--- src/rtl/bist_sequencer.sv ---
// Built-in self-test sequencer: clears the DUT, drives LFSR patterns, and compacts responses in a MISR.
// Optional macro BIST_SIG_OUT_EN adds a registered SIG port holding the final signature.
module bist_sequencer #(
    parameter int unsigned NPAT     = 1024,
    parameter int unsigned INIT_CYC = 2,
    parameter logic [15:0] SEED     = 16'hACE1,
    parameter logic [15:0] GOLDEN   = 16'h0000
) (
    input  logic        CK,
    input  logic        RN,
    input  logic        START,
    input  logic        ABORT,
    output logic [2:0]  TV,
    input  logic [5:0]  DUT_RESP,
    output logic        BUSY,
    output logic        DONE,
    output logic        PASS
`ifdef BIST_SIG_OUT_EN
    ,
    output logic [15:0] SIG
`endif
);

    typedef enum logic [2:0] {
        IDLE  = 3'd0,
        INIT  = 3'd1,
        RUN   = 3'd2,
        FLUSH = 3'd3,
        CMP   = 3'd4
    } state_e;

    localparam logic [15:0] INIT_LAST = 16'(INIT_CYC - 1);
    localparam logic [15:0] RUN_LAST  = 16'(NPAT - 1);

    state_e      state_q, state_d;
    logic [15:0] lfsr_q, lfsr_d;
    logic [15:0] misr_q, misr_d;
    logic [15:0] cnt_q, cnt_d;
    logic        pass_q, pass_d;
    logic [2:0]  tv;
    logic        busy;
    logic        done;

    // Both registers share the x^16+x^14+x^13+x^11 tap set (bits 15,13,12,10).
    function automatic logic [15:0] lfsr_step(input logic [15:0] l);
        return {l[14:0], l[15] ^ l[13] ^ l[12] ^ l[10]};
    endfunction

    function automatic logic [15:0] misr_step(input logic [15:0] m, input logic [5:0] resp);
        return {m[14:0], m[15] ^ m[13] ^ m[12] ^ m[10]} ^ {10'b0, resp};
    endfunction

    always_comb begin
        // NOTE: every variable gets a default before the case so no path leaves it unassigned (no latches).
        state_d = state_q;
        lfsr_d  = lfsr_q;
        misr_d  = misr_q;
        pass_d  = pass_q;
        tv      = 3'b000;
        busy    = 1'b1;
        done    = 1'b0;

        unique case (state_q)
            IDLE: begin
                busy = 1'b0;
                if (START) begin
                    state_d = INIT;
                    lfsr_d  = SEED;
                    misr_d  = '0;
                    pass_d  = 1'b0;
                end
            end
            INIT: begin
                tv = 3'b001;
                if (cnt_q == INIT_LAST) state_d = RUN;
            end
            RUN: begin
                tv     = lfsr_q[2:0];
                lfsr_d = lfsr_step(lfsr_q);
                misr_d = misr_step(misr_q, DUT_RESP);
                if (cnt_q == RUN_LAST) state_d = FLUSH;
            end
            FLUSH: begin
                misr_d  = misr_step(misr_q, DUT_RESP);
                state_d = CMP;
            end
            CMP: begin
                done    = 1'b1;
                pass_d  = (misr_q == GOLDEN);
                state_d = IDLE;
            end
            default: state_d = IDLE;
        endcase

        // Abort overrides whatever the active state decided; the signature is frozen as-is.
        if (state_q != IDLE && ABORT) begin
            state_d = IDLE;
            lfsr_d  = lfsr_q;
            misr_d  = misr_q;
            pass_d  = 1'b0;
            done    = 1'b0;
        end

        if (state_d != state_q || state_q == IDLE) cnt_d = '0;
        else                                       cnt_d = cnt_q + 16'd1;
    end

    // NOTE: sequential state is written only with non-blocking assignments so all flops update together.
    always_ff @(posedge CK or negedge RN) begin
        if (!RN) begin
            state_q <= IDLE;
            lfsr_q  <= SEED;
            misr_q  <= '0;
            cnt_q   <= '0;
            pass_q  <= 1'b0;
        end else begin
            state_q <= state_d;
            lfsr_q  <= lfsr_d;
            misr_q  <= misr_d;
            cnt_q   <= cnt_d;
            pass_q  <= pass_d;
        end
    end

    assign TV   = tv;
    assign BUSY = busy;
    assign DONE = done;
    assign PASS = pass_q;

`ifdef BIST_SIG_OUT_EN
    logic [15:0] sig_q, sig_d;

    always_comb begin
        sig_d = sig_q;
        if (state_q == CMP && !ABORT) sig_d = misr_q;
    end

    always_ff @(posedge CK or negedge RN) begin
        if (!RN) sig_q <= '0;
        else     sig_q <= sig_d;
    end

    assign SIG = sig_q;
`endif

endmodule

--- config.mk ---
export PLATFORM = sky130hd
export DESIGN_NAME = bist_sequencer
export DESIGN_NICKNAME = d
export VERILOG_FILES = /design/src/rtl/bist_sequencer.sv
export SDC_FILE = /design/constraint.sdc
export NUM_CORES = 1
export LEC_CHECK = 0
export ABC_AREA = 0
export CORE_UTILIZATION = 40
export DETAILED_ROUTE_END_ITERATION = 8
export SLEW_MARGIN = 20
export SYNTH_ARGS = -nofsm -noshare
export SYNTH_HDL_FRONTEND = slang
export SYNTH_SLANG_ARGS = --single-unit
--- constraint.sdc ---
create_clock -name CK -period 1.6 [get_ports CK]
set_input_delay 0.16 -clock CK [delete_from_list [all_inputs] [get_ports CK]]
set_output_delay 0.16 -clock CK [all_outputs]
set_load 0.01 [all_outputs]
==> run summary <==
======================================================================================
Classification of the worst-slack hold path                               input port to asynchronous set/reset pin
Reg2reg path depth                                                                   6
Final worst setup slack                                                      0.0128 ns
Number of I/O port buffers                                                          15
Final std cell area, no fill                                                3260 sq um
Sw frac                                                                          0.321
Post-synth EDFFs                                                                     0
Sink count of the clock tree                                                        52
Clk pin slew, worst setup/hold paths                                           0.10 ns
Rel. slew slack                                                                  0.771
Fraction of layout cells with a size suffix above 1                              0.377
Initial antenna violation count                                                      0
Largest vdd supply drop                                                         483 uV
Via count of the first global-routing pass                                        1801
Synthesis-to-finish area growth                                                  30.4%
Cell internal pwr                                                              2.43 mW
Worst endpoint data arrival time                                               1.77 ns
CP Data Required Time                                                          1.79 ns
Share of async-settable or async-resettable flops after synthesis                 1.00
All-Layer GR Usage                                                               0.176
Final #Nets                                                                        276
Detailed Route WL                                                              5360 um
Number of primary I/O pins                                                          16
Library cell contributing the largest single delay on the critical path   sky130_fd_sc_hd__dfrtp_1
Clock power share                                                                0.209
Reg-to-reg critical path endpoint                                           state_q[0]
Gate count of the mapped netlist                                                   213
Period Utilization, post-route                                                   0.992
Worst-path maximum fanout                                                            9
Post-place setup slack                                                       -0.219 ns
Post-route DRC violation count                                                       0
Die extent in x                                                                81.1 um
Chip height                                                                    81.1 um
Cell family contributing the most delay on the critical path              simple AND/OR/NAND/NOR gates
Max Root-Sink Buffers                                                                2
Total leakage power                                                            1.39 nW
Routed WL per cell                                                             15.8 um
Core footprint                                                              5990 sq um
CP Capture Type                                                              flip-flop
Most area-consuming cells after synthesis                                 sky130_fd_sc_hd__dfrtp_1 44%, sky130_fd_sc_hd__dfstp_2 8.4%, sky130_fd_sc_hd__a22o_1 8.4%
Sequential area share after synthesis                                            0.524
Synth unique cells                                                                  37
Number of stages on the worst setup path                                             6
Post-Route Skew                                                             0.00877 ns
RSZ-0062 raised after global routing                                               yes
TritonCTS buffer count                                                               5
Number of antenna repair diodes                                                      0
Power density relative to cell area                                       1100 nW/um^2
Critical path start-end classification                                    flip-flop to flip-flop
Overflow left after global routing                                                   0
Number of hold violations in the final report                                        0
Buffers plus inverters on the worst setup path                                       1
Die Footprint                                                               6570 sq um
Clock tree from TritonCTS                                                         done
Register share of total power                                                    0.438
Cell chosen for the clock root                                            sky130_fd_sc_hd__clkbuf_8
Post-synthesis register bit count                                                   52
List of cells traversed by the critical path                              buf_4, ha_1, nor4b_4, and4_4, nand3b_4, o211ai_1
Most used flip-flop cell after synthesis                                  sky130_fd_sc_hd__dfrtp_1
Area occupied by registers                                                  1320 sq um
Worst R2R Setup Slack                                                          0.01 ns
Most frequent cell after synthesis                                        sky130_fd_sc_hd__dfrtp_1
Status                                                                    finished clean
Number of iterations in the first detailed-routing pass                              4
Initial DRC Count                                                                   81
Average footprint of a synthesized cell                                     11.7 sq um
H-tree depth                                                                         2
Final critical path time including I/O delays and setup                        1.59 ns
Net Sw Power                                                                   1.15 mW
Maximum achievable frequency                                                 0.630 GHz
Post-DRT Antenna Nets                                                                0
Per-cell via count in the routed design                                           5.43
Dpl hpwl                                                                       3430 um
Number of failing setup endpoints in the final timing report                         0
Part of the total power dissipated in combinational logic                        0.353
First-pass GRT wire length                                                     8620 um
Pin slew with the least headroom to its limit                                 0.341 ns
Placed Instance Area                                                        2920 sq um
Mapped Area                                                                 2500 sq um
Biggest cell delay along the critical path                                     0.37 ns
Largest net degree at the start of global routing                                   44
Clock latency on the worst-skew pair                                           0.31 ns
Yosys warning total                                                                  0
Library cell occupying the most area in the post-synthesis netlist        sky130_fd_sc_hd__dfrtp_1
Startpoint of the worst-slack reg-to-reg timing path                          cnt_q[0]
Filler cell count                                                                  529
Cell types with the highest counts after synthesis                        44 x sky130_fd_sc_hd__dfrtp_1, 24 x sky130_fd_sc_hd__a22o_1, 16 x sky130_fd_sc_hd__a21oi_1
Final weighted congestion in routability-driven placement                        0.751
Initial standard-cell utilization of the core                                    0.418
Area of the multi-input gates                                               1250 sq um
Max Cap Viol                                                                         0
Final max-slew violation count                                                       0
Total via count in the routed design                                              1847
Startpoint class of the critical path                                        flip-flop
Net count of the mapped netlist                                                    225
Synth top area share                                                             0.440
Num rows                                                                            28
======================================================================================
cells in the final DEF, fill, tap and decap left out, types with 2 or more instances in the layout:
master	netlist	routed
sky130_fd_sc_hd__clkbuf_16	0	2
sky130_fd_sc_hd__nor4b_4	0	2
sky130_fd_sc_hd__clkbuf_8	0	5
sky130_fd_sc_hd__o21ai_0	2	2
sky130_fd_sc_hd__nand4_1	5	5
sky130_fd_sc_hd__nand3_1	5	5
sky130_fd_sc_hd__dfrtp_2	0	3
sky130_fd_sc_hd__a21oi_1	16	6
sky130_fd_sc_hd__nand2_1	7	6
sky130_fd_sc_hd__nor4_1	10	10
sky130_fd_sc_hd__a22o_1	24	24
sky130_fd_sc_hd__clkbuf_2	2	3
sky130_fd_sc_hd__buf_2	5	3
sky130_fd_sc_hd__xnor2_1	15	15
sky130_fd_sc_hd__dfrtp_1	44	41
sky130_fd_sc_hd__inv_1	3	3
sky130_fd_sc_hd__nand3b_4	1	2
sky130_fd_sc_hd__buf_6	4	3
sky130_fd_sc_hd__buf_4	1	31
sky130_fd_sc_hd__nor2b_1	4	2
sky130_fd_sc_hd__nor3_1	6	6
sky130_fd_sc_hd__buf_12	0	3
sky130_fd_sc_hd__clkdlybuf4s50_1	0	9
sky130_fd_sc_hd__dfstp_2	8	8
sky130_fd_sc_hd__a21oi_2	4	13
sky130_fd_sc_hd__o22a_1	7	7
sky130_fd_sc_hd__clkinv_2	0	2
sky130_fd_sc_hd__and4_4	0	2
sky130_fd_sc_hd__xor2_1	11	11
sky130_fd_sc_hd__nor2_1	8	7
how the worst max path moves through the flow:
stage | from | to | slack [ns]
3_5_place_dp | ABORT | DONE | -0.22
5_1_grt | cnt_q[0] | state_q[0] | -0.06
4_1_cts | state_q[0] | BUSY | -0.06
2_1_floorplan | cnt_q[0] | cnt_q[14] | 0.02
3_3_place_gp | ABORT | DONE | -0.18
6_report | cnt_q[0] | state_q[0] | 0.01
registers in the layout, summed over array words and instances, names as in the netlist:
name / flops
PASS: 1
cnt_q: 16
lfsr_q: 16
misr_q: 16
state_q: 3
cells by family (layout without fill, tap and decap cells):
kind of cell             after synthesis  count (layout)  synth area share
AO/OA/AOI/OAI                         55              55             0.168
adder cells (fa/ha/maj)                2               2            0.0100
buffers and inverters                 15              66            0.0395
AND/OR/NAND/NOR                       63              64             0.167
XOR/XNOR                              26              26            0.0910
flip-flops                            52              52             0.524
power by group through the flow:
stage | logic, mW | clock network (mW) | registers (mW)
after global placement | 0.947 | 0 | 1.59
after detailed placement | 0.952 | 0 | 1.60
after CTS | 1.01 | 0.769 | 1.57
after floorplan | 0.602 | 0 | 1.55
after global routing | 1.37 | 0.837 | 1.59
final | 1.26 | 0.749 | 1.57
per-stage QoR:
stage	total power [mW]	TNS (ns)	std cells	hold WS, ns	util
2_1_floorplan	2.15	0	213	-0.136	-
3_3_place_gp	2.54	-1.21	321	0.0491	0.487
3_5_place_dp	2.55	-1.67	321	0.0543	0.487
4_1_cts	3.35	-0.137	333	0.254	0.512
5_1_grt	3.80	-0.602	340	0.268	0.544
6_report	3.58	0	340	0.249	0.544
cell type report:
type,count,share of cell area
well taps,75,0.0288
clock buffers,5,0.0211
clock inverters,3,0.00575
repair buffers,55,0.155
inverters,3,0.00345
flip-flops and latches,52,0.403
multi-input cells,147,0.382
per-layer routing:
| layer | GRT usage | vias to the layer above | part of all wire |
|---|---|---|---|
| met5 | 0 | - | 0 |
| met4 | 0.0589 | 0 | 0.013 |
| met3 | 0.0404 | 5 | 0.029 |
| met2 | 0.281 | 28 | 0.48 |
| met1 | 0.235 | 924 | 0.47 |
| li1 | - | 890 | - |
repair_timing:
item	4_1_cts	5_1_grt
hold buffers	1	0
endpoints found under the hold margin	9	0
setup endpoints to repair	30	41
pin swaps	2	22
cloned	1	2
resized for setup	19	35
setup buffers	2	5
Note: power is estimated with default switching activity, not from simulation.
